===== src/rtl/bullet_scheduler.sv =====
// Two-tank bullet slot scheduler: edge-detected shoot requests, round-robin
// arbitration, per-tank cooldown and ammo limits, and four timed bullet slots.
module bullet_scheduler #(
   parameter logic [9:0] LIFETIME     = 10'd300,
   parameter logic [5:0] COOLDOWN     = 6'd20,
   parameter logic [2:0] MAX_PER_TANK = 3'd2
) (
   input  logic       frame_clk,
   input  logic       Reset,
   input  logic       Shoot1,
   input  logic       Shoot2,
   input  logic [5:0] Angle1,
   input  logic [5:0] Angle2,
   input  logic [3:0] Kill,
   output logic       Launch,
   output logic [1:0] LaunchSlot,
   output logic       LaunchOwner,
   output logic [5:0] LaunchAngle,
   output logic [3:0] SlotActive,
   output logic [3:0] SlotOwner,
   output logic [1:0] Ammo1,
   output logic [1:0] Ammo2
);

   localparam int unsigned NSLOT = 4;
   localparam int unsigned NTANK = 2;

   logic [1:0]       r_prev;
   logic [1:0]       r_arm;
   logic [1:0]       r_pend;
   logic             r_prio;
   logic [1:0][5:0]  r_cool;
   logic [3:0][9:0]  r_life;

   logic [1:0]       w_shoot;
   logic [1:0]       w_rise;
   logic [1:0]       w_elig;
   logic [1:0]       w_pend_nxt;
   logic [1:0][2:0]  w_cnt;
   logic [1:0][2:0]  w_cnt_nxt;
   logic [1:0][5:0]  w_cool_nxt;
   logic [3:0][9:0]  w_life_nxt;
   logic [3:0]       w_act_nxt;
   logic [3:0]       w_own_nxt;
   logic [1:0]       w_slot;
   logic             w_any_free;
   logic             w_grant;
   logic             w_win;

   assign w_shoot = {Shoot2, Shoot1};

   always_comb begin
      // A rise only counts once Shoot has been seen low since reset
      w_rise     = w_shoot & ~r_prev & r_arm;
      w_any_free = ~&SlotActive;
      w_slot     = 2'd0;
      for (int i = NSLOT - 1; i >= 0; i--) begin
         if (!SlotActive[i]) w_slot = 2'(i);
      end

      w_cnt = '0;
      for (int t = 0; t < NTANK; t++) begin
         for (int i = 0; i < NSLOT; i++) begin
            if (SlotActive[i] && (SlotOwner[i] == 1'(t))) w_cnt[t] = w_cnt[t] + 3'd1;
         end
         w_elig[t] = r_pend[t] && (r_cool[t] == 6'd0) && (w_cnt[t] < MAX_PER_TANK) && w_any_free;
      end

      w_grant = |w_elig;
      w_win   = (&w_elig) ? r_prio : w_elig[1];

      // Lost-contention tanks keep pending; ineligible ones are dropped
      for (int t = 0; t < NTANK; t++) begin
         w_pend_nxt[t] = (r_pend[t] && w_elig[t] && !(w_grant && (w_win == 1'(t)))) || w_rise[t];
         if (w_grant && (w_win == 1'(t)))   w_cool_nxt[t] = COOLDOWN;
         else if (r_cool[t] != 6'd0)        w_cool_nxt[t] = r_cool[t] - 6'd1;
         else                               w_cool_nxt[t] = r_cool[t];
      end

      for (int i = 0; i < NSLOT; i++) begin
         w_act_nxt[i]  = SlotActive[i];
         w_own_nxt[i]  = SlotOwner[i];
         w_life_nxt[i] = r_life[i];
         if (SlotActive[i]) begin
            if (Kill[i] || (r_life[i] == 10'd1)) begin
               w_act_nxt[i]  = 1'b0;
               w_life_nxt[i] = 10'd0;
            end else begin
               w_life_nxt[i] = r_life[i] - 10'd1;
            end
         end
         if (w_grant && (w_slot == 2'(i))) begin
            w_act_nxt[i]  = 1'b1;
            w_own_nxt[i]  = w_win;
            w_life_nxt[i] = LIFETIME;
         end
      end

      w_cnt_nxt = '0;
      for (int t = 0; t < NTANK; t++) begin
         for (int i = 0; i < NSLOT; i++) begin
            if (w_act_nxt[i] && (w_own_nxt[i] == 1'(t))) w_cnt_nxt[t] = w_cnt_nxt[t] + 3'd1;
         end
      end
   end

   always_ff @(posedge frame_clk or posedge Reset) begin
      if (Reset) begin
         r_prev      <= '0;
         r_arm       <= '0;
         r_pend      <= '0;
         r_prio      <= 1'b0;
         r_cool      <= '0;
         r_life      <= '0;
         Launch      <= 1'b0;
         LaunchSlot  <= 2'd0;
         LaunchOwner <= 1'b0;
         LaunchAngle <= 6'd0;
         SlotActive  <= 4'd0;
         SlotOwner   <= 4'd0;
         Ammo1       <= 2'(MAX_PER_TANK);
         Ammo2       <= 2'(MAX_PER_TANK);
      end else begin
         r_prev     <= w_shoot;
         r_arm      <= r_arm | ~w_shoot;
         r_pend     <= w_pend_nxt;
         r_cool     <= w_cool_nxt;
         r_life     <= w_life_nxt;
         SlotActive <= w_act_nxt;
         SlotOwner  <= w_own_nxt;
         Ammo1      <= 2'(MAX_PER_TANK - w_cnt_nxt[0]);
         Ammo2      <= 2'(MAX_PER_TANK - w_cnt_nxt[1]);
         Launch     <= w_grant;
         if (w_grant) begin
            r_prio      <= ~w_win;
            LaunchSlot  <= w_slot;
            LaunchOwner <= w_win;
            LaunchAngle <= w_win ? Angle2 : Angle1;
         end
      end
   end

endmodule


===== config.mk =====
export PLATFORM = sky130hd
export DESIGN_NAME = bullet_scheduler
export DESIGN_NICKNAME = d
export VERILOG_FILES = /design/src/rtl/bullet_scheduler.sv
export SDC_FILE = /design/constraint.sdc
export NUM_CORES = 1
export LEC_CHECK = 0
export CORE_MARGIN = 2
export CORE_UTILIZATION = 46
export DETAILED_ROUTE_END_ITERATION = 10
export PLACE_DENSITY = 0.78
export RECOVER_POWER = 25
export SLEW_MARGIN = 20
export SYNTH_ARGS = -nofsm -noshare
export SYNTH_HDL_FRONTEND = slang
export SYNTH_SLANG_ARGS = --single-unit

===== constraint.sdc =====
create_clock -name frame_clk -period 6.9 [get_ports frame_clk]
set_input_delay 1.38 -clock frame_clk [delete_from_list [all_inputs] [get_ports frame_clk]]
set_output_delay 1.38 -clock frame_clk [all_outputs]
set_load 0.02 [all_outputs]

==> key figures <==
Layout
  – # diodes: 0
  – Sequential cell area: 2030 um2
  – P&R area growth vs syn: 16.2%
  – Commonest non-fill, non-tap cell in the layout: dfrtp_1
  – Fin nets: 588
  – Footprint of the multi-input gates: 2380 um2
  – Most frequent cells in the layout: dfrtp_1 (79), nand2_1 (74), nor2_1 (44)
  – Share of cells above drive strength 1: 6.53%
  – Final Core Density: 55.0%
  – Layout fillers: 883

Routing
  – DRT Pass-1 Iters: 5
  – Avg WL per Cell: 14.6 um
  – WL final: 9950 um
  – Max Used Layer: met4
  – Vias per cell: 5.75
  – Met3 Routed Length: 495 um
  – Post-route DRC: 0
  – Routed wl met2: 4900 um
  – Antenna-violating nets left: 0
  – Vias: 3936
  – DR iter-0 viols: 284
  – Metal1 wirelength: 4300 um

Worst setup path
  – Element type at the critical path end: flop
  – Crit start category: flop
  – Worst EP arrival: 4900 ps
  – Delay-heaviest family, CP: simple AND/OR/NAND/NOR gates
  – Crit path buffers/inverters: 3
  – Setup CP Type: flop to flop
  – Crit-path slowest cell: dfrtp_1
  – Crit path required time: 7180 ps
  – Crit path cell chain: nor2b_1 -> inv_1 -> ha_1 -> nor3b_1 -> a21o_1 -> ha_1 -> nand3b_1 -> xnor2_1 -> and2_1 -> a21oi_4 -> inv_2 -> nand3b_1 -> nand2_1 -> o22ai_1 -> ha_1 -> inv_1 -> a221oi_1 -> xor2_1 -> mux2i_1
  – Peak per-stage delay on the critical path: 750 ps
  – Most used cell, CP: ha_1
  – CP Max Fanout: 22

Clock network
  – Post-CTS setup buffers: 0
  – Num CTS Buffers: 9
  – Later-pin clock latency in the skew report: 360 ps
  – Clock transition at path regs: 80 ps
  – CTS Buffer Depth: 2
  – CTS hold repair buffers: 0
  – Cts repair resizes: 0
  – CTS tree: built
  – H-tree depth: 3
  – Clk sinks: 81
  – Root Buffer: clkbuf_8

STA
  – Fin crit period: 4610 ps
  – # setup viols final: 0
  – Period utilisation layout: 66.9%
  – Setup TNS: 0 ps
  – Slew Limit Fails: 0
  – Fin. Hold Viols: 0
  – Highest clock rate: 217 MHz
  – Clock skew: 6.62 ps
  – RSZ-0062 raised after global routing: no
  – Slew headroom: 50.9%
  – Worst-margin pin slew: 731 ps

Floorplanning
  – Die area: 10900 um2
  – Die X: 104 um
  – Die Y: 104 um
  – Num rows: 36
  – Starting Density: 47.4%
  – Std-Cell Core Area: 9770 um2
  – Io pins: 42

GRT
  – First-pass GRT wire length: 17300 um
  – GRT overflow: 0
  – Number of global-route vias before repair: 3793
  – Gr usage total: 19.2%
  – Antenna violations before repair: 0
  – Pin count of the biggest net entering global routing: 82

Synthesis
  – Seq/Total Area, Yosys: 43.8%
  – Syn Inst Count: 510
  – Post-synth EDFFs: 0
  – Yosys warns: 0
  – #FFs+latches synth: 81
  – Syn nets: 552
  – Asr flop ratio synth: 100%
  – Prevailing post-synth register cell: dfrtp_1
  – Yosys cell types: 69
  – Synth Cell Area: 4630 um2
  – Synthesized area per cell: 9.08 um2

Placement
  – Final Wtd Congestion: 0.854
  – I/O Buffers: 41
  – Detailed placement HPWL: 7020 um

Pwr
  – Cell Pwr Density: 314 nW/um2
  – Peak VDD IR: 0.202 mV
  – Leakage: 0.00236 uW

Min path
  – Type of the tightest min-delay check: flop to flop

Flow run
  – # Max-Cap Violations: 0

Status
  – Outcome: finished clean
metrics by stage:
stage	cell area (um2)	cells	total power, uW	hold slack [ps]	setup WS (ps)
2_1_floorplan	4630	510	1090	399	2780
3_3_place_gp	5120	668	1220	404	2580
3_5_place_dp	5120	668	1250	423	2370
4_1_cts	5380	684	1710	435	2310
5_1_grt	5380	684	1810	443	1850
6_report	5380	684	1690	429	2290
registers in the layout, indices dropped and copies added, names as in the netlist, 2 cells and up:
signal and cells:
r_prev 2, SlotOwner 4, r_arm 2, LaunchAngle 6, LaunchSlot 2, r_life 40
SlotActive 4, Ammo1 2, r_cool 12, Ammo2 2, r_pend 2
where the power goes:
group / switching (uW) / internal, uW / leakage, uW
logic: 281 / 236 / 0.00121
registers: 124 / 603 / 0.00103
clock network: 170 / 277 / 0.000124
final timing paths:
path                       cells after the start  slack, ps   endpoint          start
max                                           19       2290   Ammo2[1]  SlotActive[0]
min                                            1        430  r_pend[0]      r_prev[0]
max reg2reg                                   19       2290   Ammo2[1]  SlotActive[0]
min reg2reg                                    1        430  r_pend[0]      r_prev[0]
max in group asynchronous                      3       4700  r_cool[2]          Reset
min in group asynchronous                      3       1680  r_life[5]          Reset
per-layer routing:
layer,up-vias,global-route usage (%)
met5,-,0
met4,0,8.30
met3,27,4.26
met2,104,31.8
met1,1927,24.0
li1,1878,-
kinds of logic (layout without fill, tap and decap cells):
family / Yosys count / in the layout / synth area share [%]
compound gates: 125 / 125 / 18.6
simple gates: 206 / 206 / 21.7
mux: 5 / 5 / 1.14
xor+xnor: 22 / 22 / 4.16
fa+ha+maj: 22 / 22 / 5.95
flops: 81 / 81 / 43.8
buf+inv: 49 / 90 / 4.59
layout make-up:
cell class	instances	share of cell area, %
inverter	32	2.26
sequential	81	37.7
multi-input combinational	380	44.3
clock inverter	5	2.37
tap	133	3.09
timing repair buffer	42	7.84
clock buffer	11	2.44
Yosys cell counts, types with 3 or more instances:
master	instances	area share, %
a21boi_0	3	0.49
mux2i_1	3	0.65
nand4_1	4	0.54
o22a_1	3	0.57
ha_1	22	5.9
nand3_1	9	0.97
nor2b_1	4	0.54
inv_1	31	2.5
xnor2_1	16	3.0
a21oi_1	22	2.4
nor4_1	8	1.1
nor3_2	3	0.65
or4_1	5	0.81
o21ai_1	5	0.54
dfrtp_1	79	43
o31ai_1	6	0.97
nor3_1	24	2.6
nor2_1	44	3.6
o311ai_0	3	0.57
xor2_1	6	1.1
nand2_1	74	6.0
and2_1	4	0.54
buf_2	5	0.54
nand3b_1	4	0.65
nand2b_1	8	1.1
o22ai_1	4	0.54
a22oi_1	8	1.3
o21ai_0	37	4.0
clkbuf_1	7	0.57
buf_4	4	0.65
Note: power is estimated with default switching activity, not from simulation.
